===== config.mk =====
export PLATFORM = sky130hd
export DESIGN_NAME = adt7031_reg_ctrl
export DESIGN_NICKNAME = d
export VERILOG_FILES = /design/src/rtl/adt7031_pkg.sv /design/src/rtl/adt7031_cyc_timer.sv /design/src/rtl/adt7031_reg_ctrl.sv
export SDC_FILE = /design/constraint.sdc
export NUM_CORES = 1
export LEC_CHECK = 0
export CAP_MARGIN = 10
export CORE_MARGIN = 3
export CORE_UTILIZATION = 41
export DETAILED_ROUTE_END_ITERATION = 16
export PLACE_DENSITY_LB_ADDON = 0.25
export SYNTH_ARGS = -nofsm -noshare
export SYNTH_HDL_FRONTEND = slang
export SYNTH_SLANG_ARGS = --single-unit

===== constraint.sdc =====
create_clock -name clk -period 1.4 [get_ports clk]
set_input_delay 0.14 -clock clk [delete_from_list [all_inputs] [get_ports clk]]
set_output_delay 0.14 -clock clk [all_outputs]
set_load 0.005 [all_outputs]

===== src/rtl/adt7031_pkg.sv =====
// Shared encodings and SPI word layout for the ADT7031 register sequencer.
// The frame is one 16-bit word: {rw, addr[6:0], data[7:0]}, shifted MSB first.
package adt7031_pkg;

    typedef enum logic [2:0] {
        ST_IDLE,
        ST_SETUP,
        ST_LOAD,
        ST_XFER,
        ST_HOLD,
        ST_GAP
    } state_t;

    localparam int SPI_WORD_W = 16;
    localparam int RW_BIT     = 15;
    localparam int ADDR_MSB   = 14;
    localparam int ADDR_LSB   = 8;
    localparam int DATA_MSB   = 7;
    localparam int CNT_W      = 16;

    localparam logic [7:0] SPI_CFG_DEFAULT = 8'h04;

    function automatic int max_int(input int a, input int b);
        return (a > b) ? a : b;
    endfunction

endpackage


===== src/rtl/adt7031_cyc_timer.sv =====
// Loadable down-counter; done is high while the count sits at zero.
// Loading N-1 on phase entry makes the phase last exactly N cycles.
module adt7031_cyc_timer
    import adt7031_pkg::*;
(
    input  logic             clk,
    input  logic             rst,
    input  logic             load,
    input  logic [CNT_W-1:0] load_val,
    output logic             done
);

    logic [CNT_W-1:0] cnt;

    always_ff @(posedge clk or negedge rst) begin
        if (!rst) begin
            cnt <= '0;
        end else if (load) begin
            cnt <= load_val;
        end else if (cnt != '0) begin
            cnt <= cnt - 1'b1;
        end
    end

    assign done = (cnt == '0);

endmodule


===== src/rtl/adt7031_reg_ctrl.sv =====
// Frames single register read/write commands as one SPI word with timed enable setup/hold/gap.
// Response is a one-cycle pulse on the last hold cycle with no backpressure; commands wait in IDLE.
module adt7031_reg_ctrl
    import adt7031_pkg::*;
#(
    parameter int         CS_SETUP_CYC = 4,
    parameter int         CS_HOLD_CYC  = 4,
    parameter int         GAP_CYC      = 8,
    parameter int         TIMEOUT_CYC  = 65535,
    parameter logic [7:0] SPI_CFG      = SPI_CFG_DEFAULT
) (
    input  logic                  clk,
    input  logic                  rst,
    input  logic                  cmd_valid,
    output logic                  cmd_ready,
    input  logic                  cmd_rw,
    input  logic [6:0]            cmd_addr,
    input  logic [7:0]            cmd_wdata,
    output logic                  rsp_valid,
    output logic [7:0]            rsp_rdata,
    output logic                  rsp_err,
    output logic                  busy,
    output logic                  spi_enable,
    output logic [7:0]            spi_config,
    output logic                  spi_s_tvalid,
    output logic [SPI_WORD_W-1:0] spi_s_tdata,
    input  logic                  spi_s_tready,
    output logic                  spi_m_tready,
    input  logic                  spi_m_tvalid,
    input  logic [SPI_WORD_W-1:0] spi_m_tdata
);

    // The core accepts tvalid only after leaving idle, so setup needs at least two enable cycles.
    localparam logic [CNT_W-1:0] SETUP_LD = CNT_W'(max_int(CS_SETUP_CYC, 2) - 1);
    localparam logic [CNT_W-1:0] HOLD_LD  = CNT_W'(max_int(CS_HOLD_CYC, 1) - 1);
    localparam logic [CNT_W-1:0] GAP_LD   = CNT_W'(max_int(GAP_CYC, 1) - 1);
    localparam logic [CNT_W-1:0] TMO_LD   = CNT_W'(max_int(TIMEOUT_CYC, 1) - 1);

    state_t           state, state_nxt;
    logic             tmr_load;
    logic [CNT_W-1:0] tmr_val;
    logic             tmr_done;

    logic             live;
    logic             rw_q;
    logic [6:0]       addr_q;
    logic [7:0]       wdata_q;
    logic [7:0]       rdata_q;
    logic             err_q;
    logic             accept;

    adt7031_cyc_timer u_timer (
        .clk      (clk),
        .rst      (rst),
        .load     (tmr_load),
        .load_val (tmr_val),
        .done     (tmr_done)
    );

    assign accept = cmd_valid && cmd_ready;

    always_ff @(posedge clk or negedge rst) begin
        if (!rst) begin
            state <= ST_IDLE;
        end else begin
            state <= state_nxt;
        end
    end

    always_comb begin
        state_nxt = state;
        tmr_load  = 1'b0;
        tmr_val   = '0;
        unique case (state)
            ST_IDLE: begin
                if (accept) begin
                    state_nxt = ST_SETUP;
                    tmr_load  = 1'b1;
                    tmr_val   = SETUP_LD;
                end
            end
            ST_SETUP: begin
                if (tmr_done) state_nxt = ST_LOAD;
            end
            ST_LOAD: begin
                state_nxt = ST_XFER;
                tmr_load  = 1'b1;
                tmr_val   = TMO_LD;
            end
            ST_XFER: begin
                if (spi_m_tvalid || tmr_done) begin
                    state_nxt = ST_HOLD;
                    tmr_load  = 1'b1;
                    tmr_val   = HOLD_LD;
                end
            end
            ST_HOLD: begin
                if (tmr_done) begin
                    state_nxt = ST_GAP;
                    tmr_load  = 1'b1;
                    tmr_val   = GAP_LD;
                end
            end
            ST_GAP: begin
                if (tmr_done) state_nxt = ST_IDLE;
            end
            default: state_nxt = ST_IDLE;
        endcase
    end

    // A completion pulse wins over a timeout landing in the same cycle.
    always_ff @(posedge clk or negedge rst) begin
        if (!rst) begin
            live    <= 1'b0;
            rw_q    <= 1'b0;
            addr_q  <= '0;
            wdata_q <= '0;
            rdata_q <= '0;
            err_q   <= 1'b0;
        end else begin
            live <= 1'b1;
            if (state == ST_IDLE && accept) begin
                rw_q    <= cmd_rw;
                addr_q  <= cmd_addr;
                wdata_q <= cmd_rw ? 8'h00 : cmd_wdata;
            end
            if (state == ST_XFER) begin
                if (spi_m_tvalid) begin
                    rdata_q <= rw_q ? spi_m_tdata[DATA_MSB:0] : 8'h00;
                    err_q   <= 1'b0;
                end else if (tmr_done) begin
                    rdata_q <= 8'h00;
                    err_q   <= 1'b1;
                end
            end
        end
    end

    assign cmd_ready    = live && (state == ST_IDLE);
    assign busy         = (state != ST_IDLE);
    assign spi_enable   = (state == ST_SETUP) || (state == ST_LOAD) ||
                          (state == ST_XFER)  || (state == ST_HOLD);
    assign spi_s_tvalid = (state == ST_LOAD);
    assign spi_config   = SPI_CFG;
    assign spi_m_tready = 1'b1;
    assign rsp_valid    = (state == ST_HOLD) && tmr_done;
    assign rsp_err      = rsp_valid && err_q;
    assign rsp_rdata    = rdata_q;

    always_comb begin
        spi_s_tdata                    = '0;
        spi_s_tdata[RW_BIT]            = rw_q;
        spi_s_tdata[ADDR_MSB:ADDR_LSB] = addr_q;
        spi_s_tdata[DATA_MSB:0]        = wdata_q;
    end

    logic unused_ok;
    assign unused_ok = &{1'b0, spi_s_tready, spi_m_tdata[SPI_WORD_W-1:DATA_MSB+1]};

endmodule

After elaboration in Yosys (flattened, before gate mapping). Cells that the tools add are included.

Register bits: 45. Bits of input ports: 37. Output and inout bits: 39. Logic and storage cells: 58.

Add/subtract/negate cells: 1. Eq/ne operators: 10. Multiplexer cells: 22. Reductions and logical operators: 17.

Operators by type and width (count): one-hot mux 16 bit (4 select lines) (1); two-way mux 16 bit (2); two-way mux 8 bit (4); two-way mux 3 bit (6); one-hot mux 3 bit (6 select lines) (1); zero test 16 bit (1); nonzero test 16 bit (1); subtractor 16 x 1 -> 16 bit, second input constant (1); != test 2 bit, second input constant (5); equality test 3 x 2 -> 1 bit, second input constant (2); equality test 3 bit, second input constant (2); logical AND 1 bit (5); two-way mux 1 bit (5); AND reduction 5 bit (1); logical OR 1 bit (4); two-way mux 2 bit (2); one-hot mux 1 bit (4 select lines) (1); nonzero test 2 bit (2); equality test 3 x 1 -> 1 bit, second input constant (1); zero test 3 bit (1); nonzero test 3 bit (1); AND reduction 2 bit (1).

Depth between registers and ports, before layout.
Word-level depth: 6. Gate-level depth with buffers: 6. Depth with buffers taken out: 6.

Hierarchy. A second synthesis with hierarchy kept.

Cell total of the unflattened synthesis: 216. Area, all modules: 2429.8 um2.

Modules (own cells, without submodules): adt7031_reg_ctrl (instances 1, cells an instance 112, area an instance 1423.9 um2, sequential area each 725.7 um2); adt7031_cyc_timer (instances 1, cells an instance 104, area an instance 1006.0 um2, sequential area each 400.4 um2).

Worst setup path before layout. Ideal clock, no wire load.

Path type: reg-to-output. From: register u_timer.cnt[13]. To: output rsp_err. Data arrival time: 1.376 ns. Data required time: 1.260 ns. Slack: -0.116 ns. Cell stages (with the launch flop): 6. Buffers on the path: 0. Path through: dfrtp_1 nor4_2 nand3_1 nor2_4 and3_1 and2_1.

Cells in the longest elaborated chain, start to end: 3.

RTL lines: start, declared (line adt7031_cyc_timer.sv:13) `logic [CNT_W-1:0] cnt;`; start signal, assigned (line adt7031_cyc_timer.sv:19) `cnt <= load_val;`; start signal, assigned (line adt7031_cyc_timer.sv:21) `cnt <= cnt - 1'b1;`; zero test 16 bit (line adt7031_cyc_timer.sv:25) `assign done = (cnt == '0);`; logical AND 1 bit (line adt7031_reg_ctrl.sv:146) `assign rsp_valid = (state == ST_HOLD) && tmr_done;`; net rsp_valid (line adt7031_reg_ctrl.sv:19) `output logic rsp_valid,`; logical AND 1 bit (line adt7031_reg_ctrl.sv:147) `assign rsp_err = rsp_valid && err_q;`; end, declared (line adt7031_reg_ctrl.sv:21) `output logic rsp_err,`.

The timed path passes the listed nets, and every way through them passes these cells.

Worst setup path in the final report.
From: register u_timer.cnt[14]. To: output rsp_err.

Cells in the longest elaborated chain, start to end: 3.

RTL lines (line): zero test 16 bit (adt7031_cyc_timer.sv:25); logical AND 1 bit (adt7031_reg_ctrl.sv:146); logical AND 1 bit (adt7031_reg_ctrl.sv:147).

Every way passes these cells.

==> results.yml <==
run_status:
  violations: "negative setup slack"
  status: "finished with violations"
power:
  cellPowerDensity_nw_per_um2: 1880
  p_leak_nw: 1.83
  peakVddDrop_mv: 0.996
  power.total_mw: 7.76
timing:
  holdWs_ns: 0.324
  fmax_mhz: 502
  rsz0062_at_grt: "true"
  finalClockSkew_ns: 0.00638
  setup_slack_ns: -0.591
  final.setup.tns_ns: -10.61
  worst_pin_slew_ns: 0.772
  timing_hold_violations_final: 0
  timing.final.crit_share_pct: 142
  post-route-min-period_ns: 1.99
  setup_viol: 45
  max_slew_margin_pct: 48.2
  slew_violations: 0
clock_network:
  insertion_delay_ns: 0.31
  cts_root_buf: "clkbuf_8"
  ctsHtreeMaxLevel: 2
  cts_made_buffers: 5
  cts_tree: "yes"
  path_clk_slew_ns: 0.09
  clkSinkCount: 45
  cts_buffer_depth: 2
run:
  cap_violations: 0
yosys:
  synth_edf_count: 0
  yosys_warnings: 0
  synth_largest_area_cell: "dfrtp_1"
  yosysTopAreaCellShare_pct: 50.1
  synthArstFlopShare_pct: 100
  ys_seq_area_share_pct: 50.1
  yosysMostFrequentCell: "dfrtp_1"
  syn_area_per_cell_um2: 9.57
  synthTopCellsByCount: "45 x dfrtp_1, 40 x nand2_1, 17 x o21ai_0, 14 x inv_1, 13 x o21ai_1"
  synthTopCellsByArea: "dfrtp_1 50%, nand2_1 6.7%, xnor2_1 3.9%"
  synth_cells: 235
  yosysUniqueCellTypes: 45
  synth_flop_cell: "dfrtp_1"
  synth_area_um2: 2250
  synth-seq-cells: 45
drt:
  routed-wl-met2_um: 4450
  drtPass1Iterations: 4
  top_layer: "met4"
  wl_per_cell_um: 19.9
  routed_wl_um: 8670
  wl_met3_um: 551
  vias: 2382
  met1_length_um: 3210
  post_drt_via_cell_ratio: 5.48
  drt-initial-drc-count: 136
  drc: 0
  ant_nets: 0
global_routing:
  antenna_found_initial: 0
  grt_pass1_vias: 2344
  grt_max_degree: 24
  grt_pass1_wl_um: 11600
  grt_overflow: 0
  track_usage_pct: 23.3
placement:
  routabilityCongestion: 0.851
  hpwl_um: 4120
  port-buffer-count: 57
setup_path:
  critical_path_required_ns: 1.26
  criticalPathCategory: "reg2out"
  end_kind: "output port"
  worstPathMaxFanout: 3
  cp-start-kind: "flop"
  cp_data_arrival_time_ns: 1.85
floorplanning:
  die_area_um2: 6410
  initial_core_util_pct: 43.2
  coreArea_um2: 5200
  dieWidth_um: 80.1
  rows: 26
  fp.dieH_um: 80.1
  ios: 76
final_layout:
  layout-drive-gt1-share_pct: 50.4
  num_antenna_cells: 0
  final.fill_count: 294
  fin_nets: 403
  area_growth_pct: 83.5
hold_path:
  hp-class: "in2async"
## report_power, final
part	switching, mW	internal (mW)
Clock	0.480	0.581
Combinational	2.04	2.30
Sequential	0.493	1.86
## registers in the layout (all words and copies together) (netlist names)
signal       count
rw_q             1
live             1
err_q            1
state            3
u_timer.cnt     16
addr_q           7
rsp_rdata        8
wdata_q          8
## cells in the final DEF, fill, tap and decap left out, types with 2 or more instances in the layout
cell type        Yosys  routed
nand2b_1             8       8
a21oi_4              0       2
nand4_1              9       9
nand3_4              0       2
dlymetal6s2s_1       0       4
nand2_2              1      18
buf_12               0       2
buf_6                0      26
xnor2_2              0       3
inv_1               14      11
dfrtp_1             45      45
nor2_2               1       2
nor2b_4              1       3
nor3_2               1       3
xor2_1               4       4
nor2_1               8       2
nor4_4               1       4
conb_1               2      10
inv_2                0       2
and3_4               0       4
o21ai_2              2      22
nand3_2              1       2
nor2_4               1       6
buf_2                4       3
clkdlybuf4s50_1      0      46
nand2_8              0       3
nand2_1             40      17
o21ai_1             13       9
a21oi_1              4       3
nor3_4               1       3
buf_8                0       3
nand2_4              0       4
xnor2_1             10       7
clkbuf_8             0       6
and2_4               0       2
buf_4               10      45
## critical path: stages (launching register included)
cell and delay [ns]:
dfrtp_1 0.42, nor4_4 0.35, nand3_2 0.17, nor2_4 0.16, and3_4 0.23, and2_4 0.14
buf_6 0.08
## cell type report
type,count,area [um^2],area share (%)
multi-input combinational,168,1490,36.1
timing repair buffer,130,1250,30.3
clock inverter,2,37.5,0.909
tap,70,87.6,2.12
sequential,45,1130,27.3
clock buffer,6,82.6,2.00
inverter,14,55.1,1.33
## routing by layer
| metal | global-route usage, % | vias to the layer above |
|---|---|---|
| met5 | 0 | - |
| met4 | 8.11 | 0 |
| met3 | 5.04 | 39 |
| met2 | 40.1 | 125 |
| met1 | 28.6 | 1178 |
| li1 | - | 1040 |
## cells by family after synthesis
kind of cell,count (synthesis),synth area share (%)
AND/OR/NAND/NOR,92,23.1
AO/OA/AOI/OAI,48,12.7
flip-flops,45,50.1
buffers and inverters,32,7.23
XOR/XNOR,14,5.45
adder cells (fa/ha/maj),2,1.11
other,2,0.334
## per-stage QoR
step | std cells | instance area [um^2] | utilization, % | setup WS, ns
after floorplan | 243 | 2300 | - | -0.116
after global placement | 398 | 3190 | 61.2 | -0.541
after detailed placement | 398 | 3190 | 61.2 | -0.577
after CTS | 432 | 3790 | 72.8 | -0.437
after global routing | 435 | 4130 | 79.3 | -0.626
final | 435 | 4130 | 79.3 | -0.591
## what timing repair did
| item | CTS | global route |
|---|---|---|
| endpoints found under the setup margin | 50 | 50 |
| gates cloned | 3 | 1 |
| resized for setup | 100 | 91 |
| pin swaps | 28 | 49 |
| hold buffers | 1 | 0 |
| buffers inserted | 25 | 7 |
| hold endpoints to repair | 21 | 0 |
## path summary, 6_finish.rpt
kind / startpoint / to / slack [ns] / depth (start not counted)
min in group clk: cmd_wdata[2] / wdata_q[2] / 0.37 / 3
worst max register to register: u_timer.cnt[1] / u_timer.cnt[9] / -0.40 / 7
worst min-delay path: rst / rsp_rdata[1] / 0.32 / 2
worst min register to register: wdata_q[5] / wdata_q[5] / 0.50 / 2
worst max-delay path: u_timer.cnt[14] / rsp_err / -0.59 / 6
max in group asynchronous: rst / u_timer.cnt[5] / 0.50 / 3
No activity file was read; power rests on OpenSTA's default activity.
==> edit 1: new RTL, config.mk and constraints unchanged <==
The 6 states of `state_t` get a one-hot encoding in 6 bits.
--- a/src/rtl/adt7031_pkg.sv
+++ b/src/rtl/adt7031_pkg.sv
@@ -2,13 +2,13 @@
 // The frame is one 16-bit word: {rw, addr[6:0], data[7:0]}, shifted MSB first.
 package adt7031_pkg;
 
-    typedef enum logic [2:0] {
-        ST_IDLE,
-        ST_SETUP,
-        ST_LOAD,
-        ST_XFER,
-        ST_HOLD,
-        ST_GAP
+    typedef enum logic [5:0] {
+        ST_IDLE  = 6'b000001,
+        ST_SETUP = 6'b000010,
+        ST_LOAD  = 6'b000100,
+        ST_XFER  = 6'b001000,
+        ST_HOLD  = 6'b010000,
+        ST_GAP   = 6'b100000
     } state_t;
 
     localparam int SPI_WORD_W = 16;
Check against the original RTL: same outputs for any inputs over 10 cycles, from zero or initial values and one cycle with rst low; not proved beyond that.
==> edit 1 against the original RTL <==
  * Clock skew increased by 0.0064 ns
  * Setup slack got worse by 0.25 ns
  * Area after synthesis increased by 3.6%
  * The run still ends with negative setup slack left
  * Register-to-register slack got worse by 0.44 ns
  * Total power increased by 9.2%
  * Cell area increased by 3.4%
  * Sequential share of layout area increased by 0.88 points
  * Routed wire length increased by 11%
  * Sequential cell count increased by 3
==> edit 1: results (changes against the original RTL) <==
status:
  status: "complete, but fails checks"  # unchanged
  violations: "negative setup slack"  # unchanged
pwr:
  irDropWorstVdd_mv: 1.28  # was 0.996 mV
  power_leakage_uw: 0.00193  # was 0.00183 µW
global_routing:
  grt_pass1_vias: 2369  # was 2344
  grt_pass1_wl_um: 12000  # was 11600 µm
  globalRouteMet2Util_pct: 39.3  # was 40.1%
  track_usage_pct: 24.1  # was 23.3%
  grt_max_degree: 49  # was 24
  use_met3_pct: 4.88  # was 5.04%
  gr-usage-met1_pct: 32.2  # was 28.6%
synth:
  synth_area_leaders: "dfrtp_1 50%, nand2_1 6.6%, o21ai_0 5.4%"  # was dfrtp_1 50%, nand2_1 6.7%, xnor2_1 3.9%
  synth_common_cells: "47 x dfrtp_1, 41 x nand2_1, 25 x o21ai_0"  # was 45 x dfrtp_1, 40 x nand2_1, 17 x o21ai_0
  synthCells: 244  # was 235
  synthDistinctLibCells: 37  # was 45
  synth-seq-area-share_pct: 51.6  # was 50.1%
  ys.flop_type: "dfrtp_1"  # unchanged
placed_design:
  dpl-instance-area_mm2: 0.00340  # was 0.00319 mm²
  gp_congestion: 0.874  # was 0.851
  dp_hpwl_um: 4250  # was 4120 µm
  dp_slack_ns: -0.657  # was -0.577 ns
routing:
  dr.pass1.iters: 5  # was 4
  first_iter_violations: 196  # was 136
  wl_met3_um: 743  # was 551 µm
  met1_length_um: 3560  # was 3210 µm
  met2_length_um: 5010  # was 4450 µm
  viasPerCell: 5.69  # was 5.48
  wire_per_inst_um: 20.9  # was 19.9 µm
timing:
  setup_tns_ns: -24.80  # was -10.61 ns
  setup_slack_ns: -0.843  # was -0.591 ns
  relSlewSlack_pct: 60.9  # was 48.2%
  clock-skew-final_ns: 0.0128  # was 0.00638 ns
  setup_violations: 53  # was 45
setup_path:
  max_stage_delay_ns: 0.52  # was 0.42 ns
  crit_slowest_cell: "or4_4"  # was dfrtp_1
  r2r_cells: 6  # was 7
  worst_ep_arrival_time_ns: 2.49  # was 1.85 ns
finish:
  fin_nets: 429  # was 403
  finalNonFillerCells: 461  # was 435
  drive_gt1_share_pct: 47.6  # was 50.4%
  n_antenna_cell: 0  # unchanged
edit 1: what timing repair did:
action	4_1_cts	5_1_grt
cloned	5	0
setup buffers	21	24
endpoints found under the setup margin	53	55
hold buffers	1	0
pin swaps	30	33
resized for setup	90	55
hold endpoints to repair	47	0
edit 1: cell type report:
class                   instances  area (µm²)
flip-flops and latches         48        1200
fillers                       293        1030
clock buffers                   6        82.6
well taps                      70        87.6
clock inverters                 2        15.0
inverters                       4        17.5
repair buffers                147        1360
multi-input cells             184        1510
edit 1: tightest hold or removal path, delay by kind of cell:
kind	cells	cell delay (ns)
buffers and inverters	3	0.90
edit 1: cells by family (layout without fill, tap and decap cells):
kind of cell / after synthesis / in the layout / synth area share (%)
AND/OR/NAND/NOR: 105 / 109 / 23.0
buffers and inverters: 25 / 159 / 5.69
other: 2 / 10 / 0.322
AO/OA/AOI/OAI: 46 / 47 / 12.3
adder cells (fa/ha/maj): 2 / 2 / 1.07
flip-flops: 48 / 48 / 51.6
XOR/XNOR: 16 / 16 / 6.01
edit 1: report_power, final:
| part | internal [µW] | switching (µW) | total (µW) |
|---|---|---|---|
| sequential | 1850 | 407 | 2250 |
| combinational | 2900 | 2390 | 5290 |
| clock | 401 | 523 | 924 |
edit 1: final timing paths:
path / start / to / slack [ns]
setup / recovery: u_timer.cnt[0] / u_timer.cnt[9] / -0.84
hold / removal: rst / addr_q[0] / 0.33
setup reg to reg: u_timer.cnt[0] / u_timer.cnt[9] / -0.84
hold reg to reg: wdata_q[4] / wdata_q[4] / 0.50
max in group asynchronous: rst / state[0] / 0.80
min in group clk: cmd_addr[5] / addr_q[5] / 0.36
==> edit 2: new RTL, same settings <==
Without the edit above. Set the package constant `SPI_WORD_W` to 18 (it was 16).
--- a/src/rtl/adt7031_pkg.sv
+++ b/src/rtl/adt7031_pkg.sv
@@ -11,7 +11,7 @@
         ST_GAP
     } state_t;
 
-    localparam int SPI_WORD_W = 16;
+    localparam int SPI_WORD_W = 18;
     localparam int RW_BIT     = 15;
     localparam int ADDR_MSB   = 14;
     localparam int ADDR_LSB   = 8;
Ports: changed (resized spi_m_tdata and spi_s_tdata); port bits go from 76 to 80. No check against the original RTL was run, so the function may have changed too.
==> edit 2 against the original RTL <==
  * The run still ends with negative setup slack left
  * Cell area down 4.4%
  * Total power down 9.9%
  * Combinational power decreased by 11%
  * Final cell count shrank 0.23%
  * Setup slack improved by 0.080 ns
  * Routed wire length decreased by 11%
  * Largest power group unchanged
  * Non-clock buffer count shrank 3
  * Sequential cell count did not move
  * Synthesized cell count rose by 0.85%
  * Area after synthesis increased by 0.67%
==> edit 2: results (changes against the original RTL) <==
routing:
  first_iter_violations: 145  # was 136
  route.vias.total: 2315  # was 2382
  viasPerCell: 5.33  # was 5.48
  ant_nets: 0  # unchanged
  dr.pass1.iters: 4  # unchanged
  wire_per_inst_um: 17.8  # was 19.9 µm
timing:
  setup_slack_ns: -0.511  # was -0.591 ns
  setup_violations: 48  # was 45
  clock-skew-final_ns: 0.00858  # was 0.00638 ns
  setup_tns_ns: -8.48  # was -10.61 ns
synth:
  synth_common_cells: "45 x dfrtp_1, 40 x nand2_1, 17 x o21ai_0"  # unchanged
  synthDistinctLibCells: 45  # unchanged
  synthArstFlopShare_pct: 100  # unchanged
  avgSynthCellArea_um2: 9.56  # was 9.57 µm²
  ys_warn_count: 0  # unchanged
  synth-seq-area-share_pct: 49.7  # was 50.1%
  synth_area_leaders: "dfrtp_1 50%, nand2_1 6.6%, buf_4 4.0%"  # was dfrtp_1 50%, nand2_1 6.7%, xnor2_1 3.9%
clock_tree:
  insertion_delay_ns: 0.30
  clk_pin_slew_ns: 0.09  # about the same
  cts_htree_levels: 2  # unchanged
  cts_buffers: 5  # unchanged
  cts_max_path_buffers: 2  # unchanged
placed_design:
  gp_congestion: 0.864  # was 0.851
  dp.cells: 400  # was 398
  dp_slack_ns: -0.598  # was -0.577 ns
  dp_hpwl_um: 4260  # was 4120 µm
status:
  status: "complete, but fails checks"  # unchanged
  violations: "negative setup slack"  # unchanged
setup_path:
  max_stage_delay_ns: 0.41
  crit_fanout: 3  # unchanged
  worst_ep_arrival_time_ns: 1.77  # was 1.85 ns
pwr:
  irDropWorstVdd_mv: 0.824  # was 0.996 mV
  power_leakage_uw: 0.00182  # was 0.00183 µW
global_routing:
  grt_pass1_vias: 2237  # was 2344
  grt_pass1_wl_um: 11100  # was 11600 µm
  track_usage_pct: 22.1  # was 23.3%
  antenna_found_initial: 0  # unchanged
  grt_max_degree: 22  # was 24
finish:
  n_antenna_cell: 0  # unchanged
  drive_gt1_share_pct: 44.8  # was 50.4%
  regMostFlops: "u_timer.cnt"  # unchanged
  largest_register_ffs: 16  # unchanged
floorplanning:
  rows: 26  # unchanged
worst_hold_path:
  hold_path.class: "primary input to async pin"  # unchanged
[edit 2: layout make-up]
cell class / instances / area [µm²]
Fill cell: 324 / 1290
Inverter: 14 / 62.6
Clock buffer: 6 / 72.6
Clock inverter: 2 / 15.0
Sequential cell: 45 / 1130
Multi-Input combinational cell: 170 / 1360
Tap cell: 70 / 87.6
Timing Repair Buffer: 127 / 1220
[edit 2: per-layer routing]
metal | global-route usage (%) | vias to the layer above | part of all wire (%)
met1 | 29.1 | 1142 | 41
met3 | 4.15 | 31 | 6.3
met2 | 37.1 | 106 | 50
met5 | 0 | - | 0
met4 | 5.74 | 0 | 3.0
li1 | - | 1036 | -
[edit 2: critical path: cells and delay by family, from the launching register on]
family                 cells  cell delay, ns
buffers and inverters      1            0.10
flip-flops                 1            0.41
AND/OR/NAND/NOR            5            0.95
[edit 2: final timing paths]
path                             endpoint  depth (start not counted)  slack [ns]            start
max                               rsp_err                          6       -0.51  u_timer.cnt[14]
min                          rsp_rdata[0]                          2        0.32              rst
max reg2reg                u_timer.cnt[2]                          6       -0.32  u_timer.cnt[11]
min reg2reg                    wdata_q[4]                          2        0.50       wdata_q[4]
max in group asynchronous  u_timer.cnt[2]                          3        0.46              rst
min in group clk                addr_q[3]                          3        0.36      cmd_addr[3]
[edit 2: metrics by stage]
stage          hold WS [ns]  cell area [µm²]
2_1_floorplan        -0.156             2320
3_3_place_gp          0.116             3210
3_5_place_dp          0.119             3210
4_1_cts               0.331             3670
5_1_grt               0.358             3950
6_report              0.319             3950
[edit 2: where the power goes]
group          switching (µW)  internal, µW
sequential                457          1860
clock                     444           352
combinational            1740          2120
[edit 2: kinds of logic (layout without fill, tap and decap cells)]
group | count (synthesis) | count (layout) | synth area share (%)
buffers and inverters | 34 | 149 | 7.85
adders and majority gates | 2 | 2 | 1.10
and+or+nand+nor | 92 | 94 | 22.9
other | 2 | 12 | 0.332
xor gates and xnor gates | 14 | 14 | 5.41
DFF | 45 | 45 | 49.7
AOI/OAI and AO/OA | 48 | 48 | 12.7
[edit 2: timing repair]
item / in CTS / in global routing
hold endpoints to repair: 19 / 0
gates resized for setup: 89 / 70
buffers inserted: 20 / 8
hold buffers: 1 / 0
setup endpoints to repair: 50 / 50
gates cloned: 3 / 3
pin swaps: 27 / 45
